File: src/rtl/machine_mode_types_1_13_pkg.sv
// Shared types for the machine-mode trap responder: cause codes, FSM state,
// the exception request bundle and the mtval qualification helper.
package machine_mode_types_1_13_pkg;

   localparam int unsigned XLEN   = 32;
   localparam int unsigned CODE_W = 5;

   // Synchronous exception cause codes (mcause[31] = 0).
   typedef enum logic [CODE_W-1:0] {
      EX_INSN_MISALIGN  = 5'd0,
      EX_INSN_FAULT     = 5'd1,
      EX_ILLEGAL_INSN   = 5'd2,
      EX_BREAKPOINT     = 5'd3,
      EX_LOAD_MISALIGN  = 5'd4,
      EX_LOAD_FAULT     = 5'd5,
      EX_STORE_MISALIGN = 5'd6,
      EX_STORE_FAULT    = 5'd7,
      EX_ENV_CALL       = 5'd11,
      EX_INSN_PAGE      = 5'd12,
      EX_LOAD_PAGE      = 5'd13,
      EX_STORE_PAGE     = 5'd15
   } ex_code_t;

   // Interrupt cause codes (mcause[31] = 1).
   typedef enum logic [CODE_W-1:0] {
      INT_SOFT  = 5'd3,
      INT_TIMER = 5'd7,
      INT_EXT   = 5'd11
   } int_code_t;

   typedef enum logic [1:0] {
      ST_IDLE,
      ST_WAIT_CLEAR,
      ST_REDIRECT,
      ST_WFI
   } trap_state_t;

   // Exception request lines as raised by the hazard unit.
   typedef struct packed {
      logic fault_insn;
      logic mal_insn;
      logic illegal_insn;
      logic fault_l;
      logic mal_l;
      logic fault_s;
      logic mal_s;
      logic breakpoint;
      logic env;
      logic fault_insn_page;
      logic fault_load_page;
      logic fault_store_page;
   } exc_req_t;

   // Causes whose mtval carries the faulting address or instruction.
   function automatic logic cause_has_tval(input ex_code_t code);
      case (code)
         EX_INSN_MISALIGN, EX_INSN_FAULT, EX_ILLEGAL_INSN,
         EX_LOAD_MISALIGN, EX_LOAD_FAULT, EX_STORE_MISALIGN, EX_STORE_FAULT,
         EX_INSN_PAGE, EX_LOAD_PAGE, EX_STORE_PAGE: cause_has_tval = 1'b1;
         default:                                   cause_has_tval = 1'b0;
      endcase
   endfunction

endpackage

File: src/rtl/priv_cause_encoder.sv
// Combinational priority encoder: picks the winning exception or enabled
// interrupt and reports its cause code and whether mtval is meaningful.
module priv_cause_encoder
   import machine_mode_types_1_13_pkg::*;
(
   input  exc_req_t          exc,
   input  logic [2:0]        int_pend,     // {MEIP, MTIP, MSIP}
   input  logic [2:0]        mie_en,       // {MEIE, MTIE, MSIE}
   input  logic              mstatus_mie,
   output logic              valid,
   output logic              is_intr,
   output logic [CODE_W-1:0] code,
   output logic              tval_valid
);

   logic [2:0] int_en;
   logic       ex_hit;
   ex_code_t   ex_code;

   assign int_en = int_pend & mie_en & {3{mstatus_mie}};

   // Fixed-priority pick among simultaneously raised exceptions.
   always_comb begin
      // NOTE: every output of a combinational block gets a default first, so no path can infer a latch.
      ex_hit  = 1'b1;
      ex_code = EX_BREAKPOINT;
      if      (exc.breakpoint)       ex_code = EX_BREAKPOINT;
      else if (exc.fault_insn_page)  ex_code = EX_INSN_PAGE;
      else if (exc.fault_insn)       ex_code = EX_INSN_FAULT;
      else if (exc.illegal_insn)     ex_code = EX_ILLEGAL_INSN;
      else if (exc.mal_insn)         ex_code = EX_INSN_MISALIGN;
      else if (exc.env)              ex_code = EX_ENV_CALL;
      else if (exc.mal_s)            ex_code = EX_STORE_MISALIGN;
      else if (exc.mal_l)            ex_code = EX_LOAD_MISALIGN;
      else if (exc.fault_store_page) ex_code = EX_STORE_PAGE;
      else if (exc.fault_load_page)  ex_code = EX_LOAD_PAGE;
      else if (exc.fault_s)          ex_code = EX_STORE_FAULT;
      else if (exc.fault_l)          ex_code = EX_LOAD_FAULT;
      else                           ex_hit  = 1'b0;
   end

   // Exceptions outrank interrupts; interrupts rank external, software, timer.
   always_comb begin
      valid      = 1'b0;
      is_intr    = 1'b0;
      code       = '0;
      tval_valid = 1'b0;
      if (ex_hit) begin
         valid      = 1'b1;
         code       = ex_code;
         tval_valid = cause_has_tval(ex_code);
      end else if (int_en[2]) begin
         valid   = 1'b1;
         is_intr = 1'b1;
         code    = INT_EXT;
      end else if (int_en[0]) begin
         valid   = 1'b1;
         is_intr = 1'b1;
         code    = INT_SOFT;
      end else if (int_en[1]) begin
         valid   = 1'b1;
         is_intr = 1'b1;
         code    = INT_TIMER;
      end
   end

endmodule

File: src/rtl/priv_trap_ctrl.sv
// Machine-mode trap responder: accepts exception/interrupt/mret/wfi requests,
// commits the trap CSRs and redirects the pipeline once it has drained.
module priv_trap_ctrl
   import machine_mode_types_1_13_pkg::*;
#(
   parameter bit VECTORED = 1'b1
) (
   input  logic            CLK,
   input  logic            RST,
   input  logic            fault_insn,
   input  logic            mal_insn,
   input  logic            illegal_insn,
   input  logic            fault_l,
   input  logic            mal_l,
   input  logic            fault_s,
   input  logic            mal_s,
   input  logic            breakpoint,
   input  logic            env,
   input  logic            fault_insn_page,
   input  logic            fault_load_page,
   input  logic            fault_store_page,
   input  logic            mret,
   input  logic            wfi,
   input  logic            pipe_clear,
   input  logic [XLEN-1:0] epc,
   input  logic [XLEN-1:0] badaddr,
   input  logic            timer_int,
   input  logic            soft_int,
   input  logic            ext_int,
   input  logic [2:0]      mie_en,
   input  logic [XLEN-1:0] mtvec,
   output logic [XLEN-1:0] priv_pc,
   output logic            insert_pc,
   output logic            intr,
   output logic [XLEN-1:0] mepc,
   output logic [XLEN-1:0] mcause,
   output logic [XLEN-1:0] mtval,
   output logic            mstatus_mie,
   output logic            mstatus_mpie,
   output logic            in_wfi
);

   trap_state_t       state_q, state_d;
   logic [XLEN-1:0]   priv_pc_q, priv_pc_d;
   logic [XLEN-1:0]   mepc_q, mepc_d;
   logic [XLEN-1:0]   mcause_q, mcause_d;
   logic [XLEN-1:0]   mtval_q, mtval_d;
   logic              mie_q, mie_d;
   logic              mpie_q, mpie_d;
   logic              intr_q, intr_d;

   exc_req_t          exc_req;
   logic [2:0]        int_pend;
   logic              enc_valid, enc_is_intr, enc_tval_valid;
   logic [CODE_W-1:0] enc_code;

   logic              in_idle, take_exc, take_int, take_trap, take_mret, take_wfi;
   logic              wfi_wake;
   logic [XLEN-1:0]   trap_base, trap_target;

   assign exc_req = '{fault_insn:       fault_insn,
                      mal_insn:         mal_insn,
                      illegal_insn:     illegal_insn,
                      fault_l:          fault_l,
                      mal_l:            mal_l,
                      fault_s:          fault_s,
                      mal_s:            mal_s,
                      breakpoint:       breakpoint,
                      env:              env,
                      fault_insn_page:  fault_insn_page,
                      fault_load_page:  fault_load_page,
                      fault_store_page: fault_store_page};

   assign int_pend = {ext_int, timer_int, soft_int};

   priv_cause_encoder u_cause_enc (
      .exc         (exc_req),
      .int_pend    (int_pend),
      .mie_en      (mie_en),
      .mstatus_mie (mie_q),
      .valid       (enc_valid),
      .is_intr     (enc_is_intr),
      .code        (enc_code),
      .tval_valid  (enc_tval_valid)
   );

   // Request arbitration in IDLE: exception > mret > wfi > interrupt.
   assign in_idle   = (state_q == ST_IDLE);
   assign take_exc  = in_idle && enc_valid && !enc_is_intr;
   assign take_mret = in_idle && !take_exc && mret;
   assign take_wfi  = in_idle && !take_exc && !mret && wfi;
   assign take_int  = in_idle && enc_valid && enc_is_intr && !mret && !wfi;
   assign take_trap = take_exc || take_int;

   // WFI wakes on any locally enabled pending line, ignoring the global enable.
   assign wfi_wake = |(int_pend & mie_en);

   // Modes 2 and 3 of mtvec fall back to direct mode.
   assign trap_base   = {mtvec[XLEN-1:2], 2'b00};
   assign trap_target = (VECTORED && enc_is_intr && (mtvec[1:0] == 2'b01))
                        ? trap_base + {{(XLEN-CODE_W-2){1'b0}}, enc_code, 2'b00}
                        : trap_base;

   // FSM state register.
   always_ff @(posedge CLK or posedge RST) begin
      // NOTE: sequential state uses non-blocking assignments so every flop samples pre-edge values.
      if (RST) state_q <= ST_IDLE;
      else     state_q <= state_d;
   end

   // FSM next-state logic.
   always_comb begin
      state_d = state_q;
      unique case (state_q)
         ST_IDLE: begin
            if (take_trap || take_mret) state_d = ST_WAIT_CLEAR;
            else if (take_wfi)          state_d = ST_WFI;
         end
         ST_WAIT_CLEAR: if (pipe_clear) state_d = ST_REDIRECT;
         ST_REDIRECT:                   state_d = ST_IDLE;
         ST_WFI:        if (wfi_wake)   state_d = ST_IDLE;
         default:                       state_d = ST_IDLE;
      endcase
   end

   // FSM outputs decoded from the current state.
   always_comb begin
      insert_pc = 1'b0;
      in_wfi    = 1'b0;
      case (state_q)
         ST_REDIRECT: insert_pc = 1'b1;
         ST_WFI:      in_wfi    = 1'b1;
         default:     ;
      endcase
   end

   // CSR and redirect-target updates, committed only on an accept edge.
   always_comb begin
      priv_pc_d = priv_pc_q;
      mepc_d    = mepc_q;
      mcause_d  = mcause_q;
      mtval_d   = mtval_q;
      mie_d     = mie_q;
      mpie_d    = mpie_q;
      intr_d    = intr_q;
      if (take_trap) begin
         priv_pc_d = trap_target;
         mepc_d    = epc & ~{{(XLEN-1){1'b0}}, 1'b1};
         mcause_d  = {enc_is_intr, {(XLEN-CODE_W-1){1'b0}}, enc_code};
         mtval_d   = enc_tval_valid ? badaddr : '0;
         mpie_d    = mie_q;
         mie_d     = 1'b0;
         intr_d    = enc_is_intr;
      end else if (take_mret) begin
         priv_pc_d = mepc_q;
         mie_d     = mpie_q;
         mpie_d    = 1'b1;
         intr_d    = 1'b0;
      end else if (state_q == ST_REDIRECT) begin
         intr_d    = 1'b0;
      end
   end

   // CSR registers.
   always_ff @(posedge CLK or posedge RST) begin
      // NOTE: all CSR flops are reset so a trap aborted mid-flight leaves no partial commit.
      if (RST) begin
         priv_pc_q <= '0;
         mepc_q    <= '0;
         mcause_q  <= '0;
         mtval_q   <= '0;
         mie_q     <= 1'b0;
         mpie_q    <= 1'b0;
         intr_q    <= 1'b0;
      end else begin
         priv_pc_q <= priv_pc_d;
         mepc_q    <= mepc_d;
         mcause_q  <= mcause_d;
         mtval_q   <= mtval_d;
         mie_q     <= mie_d;
         mpie_q    <= mpie_d;
         intr_q    <= intr_d;
      end
   end

   assign priv_pc      = priv_pc_q;
   assign mepc         = mepc_q;
   assign mcause       = mcause_q;
   assign mtval        = mtval_q;
   assign mstatus_mie  = mie_q;
   assign mstatus_mpie = mpie_q;
   assign intr         = intr_q;

endmodule

File: config.mk
export PLATFORM = sky130hd
export DESIGN_NAME = priv_trap_ctrl
export DESIGN_NICKNAME = d
export VERILOG_FILES = /design/src/rtl/machine_mode_types_1_13_pkg.sv /design/src/rtl/priv_cause_encoder.sv /design/src/rtl/priv_trap_ctrl.sv
export SDC_FILE = /design/constraint.sdc
export NUM_CORES = 1
export LEC_CHECK = 0
export BUFFER_PORTS_ARGS = -buffer_cell sky130_fd_sc_hd__clkbuf_2
export CAP_MARGIN = 20
export CORE_MARGIN = 1.5
export CORE_UTILIZATION = 25
export CTS_CLUSTER_SIZE = 25
export DETAILED_ROUTE_END_ITERATION = 6
export PLACE_DENSITY = 0.53
export SLEW_MARGIN = 25
export SYNTH_ARGS = -nofsm -noshare
export SYNTH_HDL_FRONTEND = slang
export SYNTH_SLANG_ARGS = --single-unit
File: constraint.sdc
create_clock -name CLK -period 4.85 [get_ports CLK]
set_clock_uncertainty 0.2 [all_clocks]
set_input_delay 0.97 -clock CLK [delete_from_list [all_inputs] [get_ports CLK]]
set_output_delay 0.97 -clock CLK [all_outputs]
set_load 0.01 [all_outputs]
After elaboration in Yosys (flattened, before gate mapping)
Memory sizes are Yosys's and may differ from the RTL's.
Index checks and enable logic that the tools add are counted.
{ "totals": {"register_bits": 106, "rom_bits": 16, "input_bits": 119, "out_inout_bits": 133, "word_cells": 93, "n_memories": 1} }
{ "classes": {"add_sub_neg": 1, "n_eq_ne": 7, "n_mux": 53, "bitwise_logic": 2, "n_reduce_logical": 21} }
{ "memory_table": {"columns": ["memory", "words", "word_bits", "read_ports", "rd_ports_with_merged_regs", "wr", "line_no", "text"], "rows": [
  ["(name not given)", 16, 1, 1, 0, 0, "machine_mode_types_1_13_pkg.sv:56", "case (code)"]
]} }
{ "op_table": {"columns": ["cell", "count"], "rows": [
  ["$mux 32", 4],
  ["$mux 5", 14],
  ["$add 32x7->32", 1],
  ["$mux 1", 28],
  ["$logic_and 1x1->1", 10],
  ["$mux 2", 4],
  ["$pmux 2 s4", 1],
  ["$and 3x3->3", 2],
  ["$mux 3", 2],
  ["$eq 2x1->1 const B", 2],
  ["$eq 2x2->1 const B", 2],
  ["$logic_not 1->1", 4],
  ["$ne 2x2->1 const B", 2],
  ["$ne 3x1->1 const B", 1],
  ["$reduce_and 3->1", 1],
  ["$reduce_bool 3->1", 1],
  ["$reduce_or 3->1", 1],
  ["$logic_not 2->1", 1],
  ["$logic_or 1x1->1", 2],
  ["$reduce_bool 2->1", 1]
]} }

Logic depth before layout (Yosys ltp)
{ "logic_depth": {"word_depth": 22, "depth_mapped": 14} }

Cells and area by module
Synthesis repeated with hierarchy kept, for this count alone.
{ "hier_totals": {"hier_cells": 645, "area_unflattened_um2": 5634.2} }
{ "by_module_without_submodules": {"columns": ["module", "n_inst", "cells_per_inst", "area_per_inst_um2", "seq_area_each_um2"], "rows": [
  ["priv_trap_ctrl", 1, 608, 5386.4, 2627.5],
  ["priv_cause_encoder", 1, 37, 247.7, 0.0]
]} }

Worst setup path after synthesis
No wires, ideal clock.
{ "synth_timing": {"path_type": "in2reg", "from": "in fault_s", "to": "reg priv_pc_q[31], in the netlist priv_pc[31]", "setup_time_ps": 87, "t_arrival_ps": 3537, "path_slack_ps": 1027, "path_stages": 11, "path_buffers": 1, "cell_sequence": "or4_4 > nor4_2 > buf_4 > and2_1 > nor3_1 > ha_1 > a211oi_1 > o21bai_1 > nand4_1 > or4_1 > o211ai_1"} }
{ "synth_between": {"word_cells_on_any_way": 40, "cone_classes": "1 x add/sub; 27 x mux; 12 x reduce/logical"} }
{ "synth_rtl": {"columns": ["item", "line_no", "text"], "rows": [
  ["from (decl)", "priv_trap_ctrl.sv:15", "input logic fault_s,"],
  ["$mux 5 / $mux 1 (equally long branches)", "priv_cause_encoder.sv:37", "else if (exc.fault_s) ex_code = EX_STORE_FAULT;"],
  ["$mux 5 / $mux 1 (equally long branches)", "priv_cause_encoder.sv:36", "else if (exc.fault_load_page) ex_code = EX_LOAD_PAGE;"],
  ["$mux 5 / $mux 1 (equally long branches)", "priv_cause_encoder.sv:35", "else if (exc.fault_store_page) ex_code = EX_STORE_PAGE;"],
  ["$mux 5 / $mux 1 (equally long branches)", "priv_cause_encoder.sv:34", "else if (exc.mal_l) ex_code = EX_LOAD_MISALIGN;"],
  ["$mux 5 / $mux 1 (equally long branches)", "priv_cause_encoder.sv:33", "else if (exc.mal_s) ex_code = EX_STORE_MISALIGN;"],
  ["$mux 5 / $mux 1 (equally long branches)", "priv_cause_encoder.sv:32", "else if (exc.env) ex_code = EX_ENV_CALL;"],
  ["$mux 5 / $mux 1 (equally long branches)", "priv_cause_encoder.sv:31", "else if (exc.mal_insn) ex_code = EX_INSN_MISALIGN;"],
  ["$mux 5 / $mux 1 (equally long branches)", "priv_cause_encoder.sv:30", "else if (exc.illegal_insn) ex_code = EX_ILLEGAL_INSN;"],
  ["$mux 5 / $mux 1 (equally long branches)", "priv_cause_encoder.sv:29", "else if (exc.fault_insn) ex_code = EX_INSN_FAULT;"],
  ["$mux 5 / $mux 1 (equally long branches)", "priv_cause_encoder.sv:28", "else if (exc.fault_insn_page) ex_code = EX_INSN_PAGE;"],
  ["$mux 5 / $mux 1 (equally long branches)", "priv_cause_encoder.sv:27", "if (exc.breakpoint) ex_code = EX_BREAKPOINT;"],
  ["$mux 5 (*)", "priv_cause_encoder.sv:48", "if (ex_hit) begin"],
  ["net enc_code[1]", "priv_trap_ctrl.sv:55", "logic [CODE_W-1:0] enc_code;"],
  ["$add 32x7->32 (*)", "priv_trap_ctrl.sv:101", "? trap_base + {{(XLEN-CODE_W-2){1'b0}}, enc_code, 2'b00}"],
  ["$mux 32 (*)", "priv_trap_ctrl.sv:101", null],
  ["$mux 32 (*)", "priv_trap_ctrl.sv:146", "if (take_trap) begin"],
  ["to (signal assigned)", "priv_trap_ctrl.sv:176", "priv_pc_q <= priv_pc_d;"],
  ["to (decl)", "priv_trap_ctrl.sv:44", "logic [XLEN-1:0] priv_pc_q, priv_pc_d;"]
]} }
The timed path passes the listed nets; every way through them passes the cells marked *.
A chain may end at the register's enable or synchronous reset.

Worst setup path after layout
Ends and elaborated chain as after synthesis.

==> metrics.md <==
| Metric | Value |
|---|---|
| End of the worst register-to-register path | `priv_pc[16]$_DFFE_PP0N_` |
| Crit path DAT | `4110 ps` |
| WHS Path Cells | `1` |
| Worst Tran Pin Value | `999 ps` |
| GRT Residual Overflow | `0` |
| Nets | `1003` |
| Status | `finished, violations left` |
| Fmax | `247 MHz` |
| Rows | `54` |
| Root Buffer | `clkbuf_16` |
| Count of final setup violators | `0` |
| Area of the multi-input gates | `0.00271 mm^2` |
| Die footprint | `0.0235 mm^2` |
| Overall Global Routing Usage | `15.1%` |
| Post-CTS setup buffers | `0` |
| Post-synth EDFFs | `0` |
| Synthesized flop and latch total | `104` |
| Core ar. | `0.0220 mm^2` |
| Synthesized area per cell | `8.41 um^2` |
| Ports | `252` |
| FF-to-FF setup slack | `1280 ps` |
| Htree depth | `3` |
| Vias in the first global route | `5057` |
| TritonCTS clock tree | `yes` |
| Wire length on met1 | `8170 um` |
| Crit-path max FO | `7` |
| R2R depth | `11` |
| Max-slew violations | `0` |
| Hold EP | `mcause[0]$_DFFE_PP0N_` |
| Pwr dens | `566 mW/mm^2` |
| Uppermost layer routed | `met4` |
| Largest net degree at the start of global routing | `51` |
| Path type of the worst min-delay path | `flop to flop` |
| TritonCTS buffer count | `9` |
| P&R area growth vs syn | `28.6%` |
| First-pass DRT Iterations | `7` |
| Required time of the critical path | `4920 ps` |
| Clock slew at reported path FFs | `80 ps` |
| Post-layout min period | `4050 ps` |
| Yosys warns | `0` |
| Clk sinks | `104` |
| Max_cap viols | `0` |
| IO Port Bufs | `221` |
| Worst Setup Path Type | `primary input to flop` |
| Reg2Reg Launch Point | `mstatus_mie$_DFFE_PP0N_` |
| Yosys cell types | `51` |
| Routed vias/inst | `4.40` |
| RSZ-0062 raised after global routing | `false` |
| Drt drc | `15` |
| Setup TNS | `0 ps` |
| Maximum VDD drop | `0.243 mV` |
| First-pass GRT wire length | `28000 um` |
| Hold_buf cts | `0` |
| WL met3 | `847 um` |
| Iteration-0 DRC Markers | `202` |
| Crit. End Element | `flop` |
| Synthesized cell area | `0.00564 mm^2` |
| Layout fillers | `2378` |
| Failing checks | `DRC` |
| Via count | `5126` |
| Antenna Nets Post-Route | `0` |
| Post_cts resized | `0` |
| Die width | `153 um` |
| Startpoint types | `primary input` |
| Hpwl dp | `12700 um` |
| Per-cell routed wire length | `15.0 um` |
| Worst relative slew slack | `33.4%` |
| Diode count | `0` |
| Chip height | `153 um` |
| Gpl congestion | `0.797` |
| Routed length on met2 | `8210 um` |
| Register area | `0.00260 mm^2` |
| Synth Flop Type | `dfrtp_1` |
| Hold slack | `295 ps` |
| Initial antenna violation count | `0` |
| Hold_sp | `mcause[0]$_DFFE_PP0N_` |
| Post-Syn Instances | `671` |
| Final worst path period share | `83.4%` |
| WL final | `17400 um` |
| Clk buf depth | `2` |
| Seq/Total Area, Yosys | `46.1%` |
| Leak pwr | `3.65 nW` |
| Starting Density | `25.7%` |
| Async SR Flop Fraction | `100%` |
| Worst-Skew Late Latency | `350 ps` |
| Final Hold Viols | `0` |
| Layout cell share with drive strength beyond 1 | `33.3%` |
[flip-flops by register name (all words and copies together) (netlist names)]
| name | cells |
|---|---|
| mstatus_mpie | 1 |
| mepc | 31 |
| state_q | 2 |
| priv_pc | 31 |
| mtval | 32 |
| intr | 1 |
| mstatus_mie | 1 |
| mcause | 5 |
[placed cells by master (no fill, tap or decap), drive strengths merged, types with 2 or more instances in the layout]
master	synthesis	final
o211ai	2	2
a21oi	66	66
buf	51	11
nand2	237	237
conb	1	29
clkinv	0	6
inv	14	15
nor4	4	4
nor2	31	31
nand4	8	8
dfrtp	104	104
a31oi	7	7
or2	2	2
ha	4	4
nor2b	2	2
or3	3	3
and2	2	2
mux2i	2	2
o21ai	9	9
mux2	3	3
nor3	19	19
nand2b	2	2
o21bai	2	2
clkbuf	12	230
or4	3	3
a211oi	7	7
nand3	12	12
and3	24	24
xnor2	25	25
[per-layer routing]
| layer | global-route usage [%] | vias to the layer above |
|---|---|---|
| met5 | 0 | - |
| met4 | 4.62 | 0 |
| met3 | 3.06 | 11 |
| met2 | 24.6 | 147 |
| met1 | 20.2 | 2386 |
| li1 | - | 2582 |
[layout make-up]
| cell class | instances | share of cell area (%) |
|---|---|---|
| clock inverters | 7 | 1.26 |
| repair buffers | 232 | 16.9 |
| multi-input cells | 518 | 37.3 |
| well taps | 280 | 4.83 |
| clock buffers | 9 | 3.10 |
| inverters | 14 | 0.758 |
| flip-flops and latches | 104 | 35.8 |
[synthesized netlist by cell type (all sizes together) (2+ instances only)]
cell	n	area, um^2
a21oi	66	447
nand2b	2	12.5
ha	4	50.1
nand2	237	892
mux2	3	33.8
nor2b	2	12.5
or2	2	12.5
a31oi	7	43.8
nand3	12	65.1
o21bai	2	15.0
inv	14	52.6
or4	3	30.0
a211oi	7	52.6
dfrtp	104	2600
nand4	8	50.1
and2	2	12.5
o21ai	9	48.8
o211ai	2	15.0
nor4	4	37.5
mux2i	2	20.0
buf	51	362
xnor2	25	219
and3	24	150
clkbuf	12	45.0
nor2	31	116
or3	3	18.8
nor3	19	95.1
[power breakdown]
group	leakage [nW]	switching (mW)	internal, mW	total, mW
clock	0.151	0.386	0.370	0.757
sequential	1.27	0.254	1.26	1.51
combinational	2.23	1.11	0.724	1.84
total	3.65	1.76	2.35	4.11
[through the flow]
step	utilization (%)	power, mW	cell area, um^2	setup WS [ps]	std cells
6_report	33.1	4.11	7260	805	1164
5_1_grt	33.1	4.44	7260	456	1164
4_1_cts	33.1	4.18	7260	677	1164
3_5_place_dp	31.6	3.40	6940	372	1148
3_3_place_gp	31.6	3.38	6940	404	1148
2_1_floorplan	-	2.65	5750	948	699
[how the worst max path moves through the flow]
stage,start,to,slack (ps),cells past startpoint
after floorplan,RST,intr$_DFFE_PP0P_,950,1
after global placement,fault_s,priv_pc[31]$_DFFE_PP0N_,400,11
after detailed placement,fault_s,priv_pc[31]$_DFFE_PP0N_,370,11
after CTS,fault_s,priv_pc[31]$_DFFE_PP0N_,680,11
after global routing,fault_s,priv_pc[31]$_DFFE_PP0N_,460,11
final,fault_s,priv_pc[31]$_DFFE_PP0N_,800,11
[logic make-up after synthesis]
logic type | after synthesis | synth area share, %
mux | 5 | 0.953
xor+xnor | 26 | 4.03
compound gates | 103 | 12.6
other cells | 1 | 0.0664
flops | 104 | 46.1
simple gates | 350 | 26.9
buf+inv | 77 | 8.14
fa+ha+maj | 5 | 1.24
[worst max-delay path: stages]
cell,delay [ps]
clkbuf_2,90
or4_4,550
nor4_2,490
and2_1,240
nor3_1,90
ha_1,300
a211oi_1,100
o21bai_1,280
nand4_1,370
or4_1,510
o211ai_1,110
Note: power is estimated with default switching activity, not from simulation.
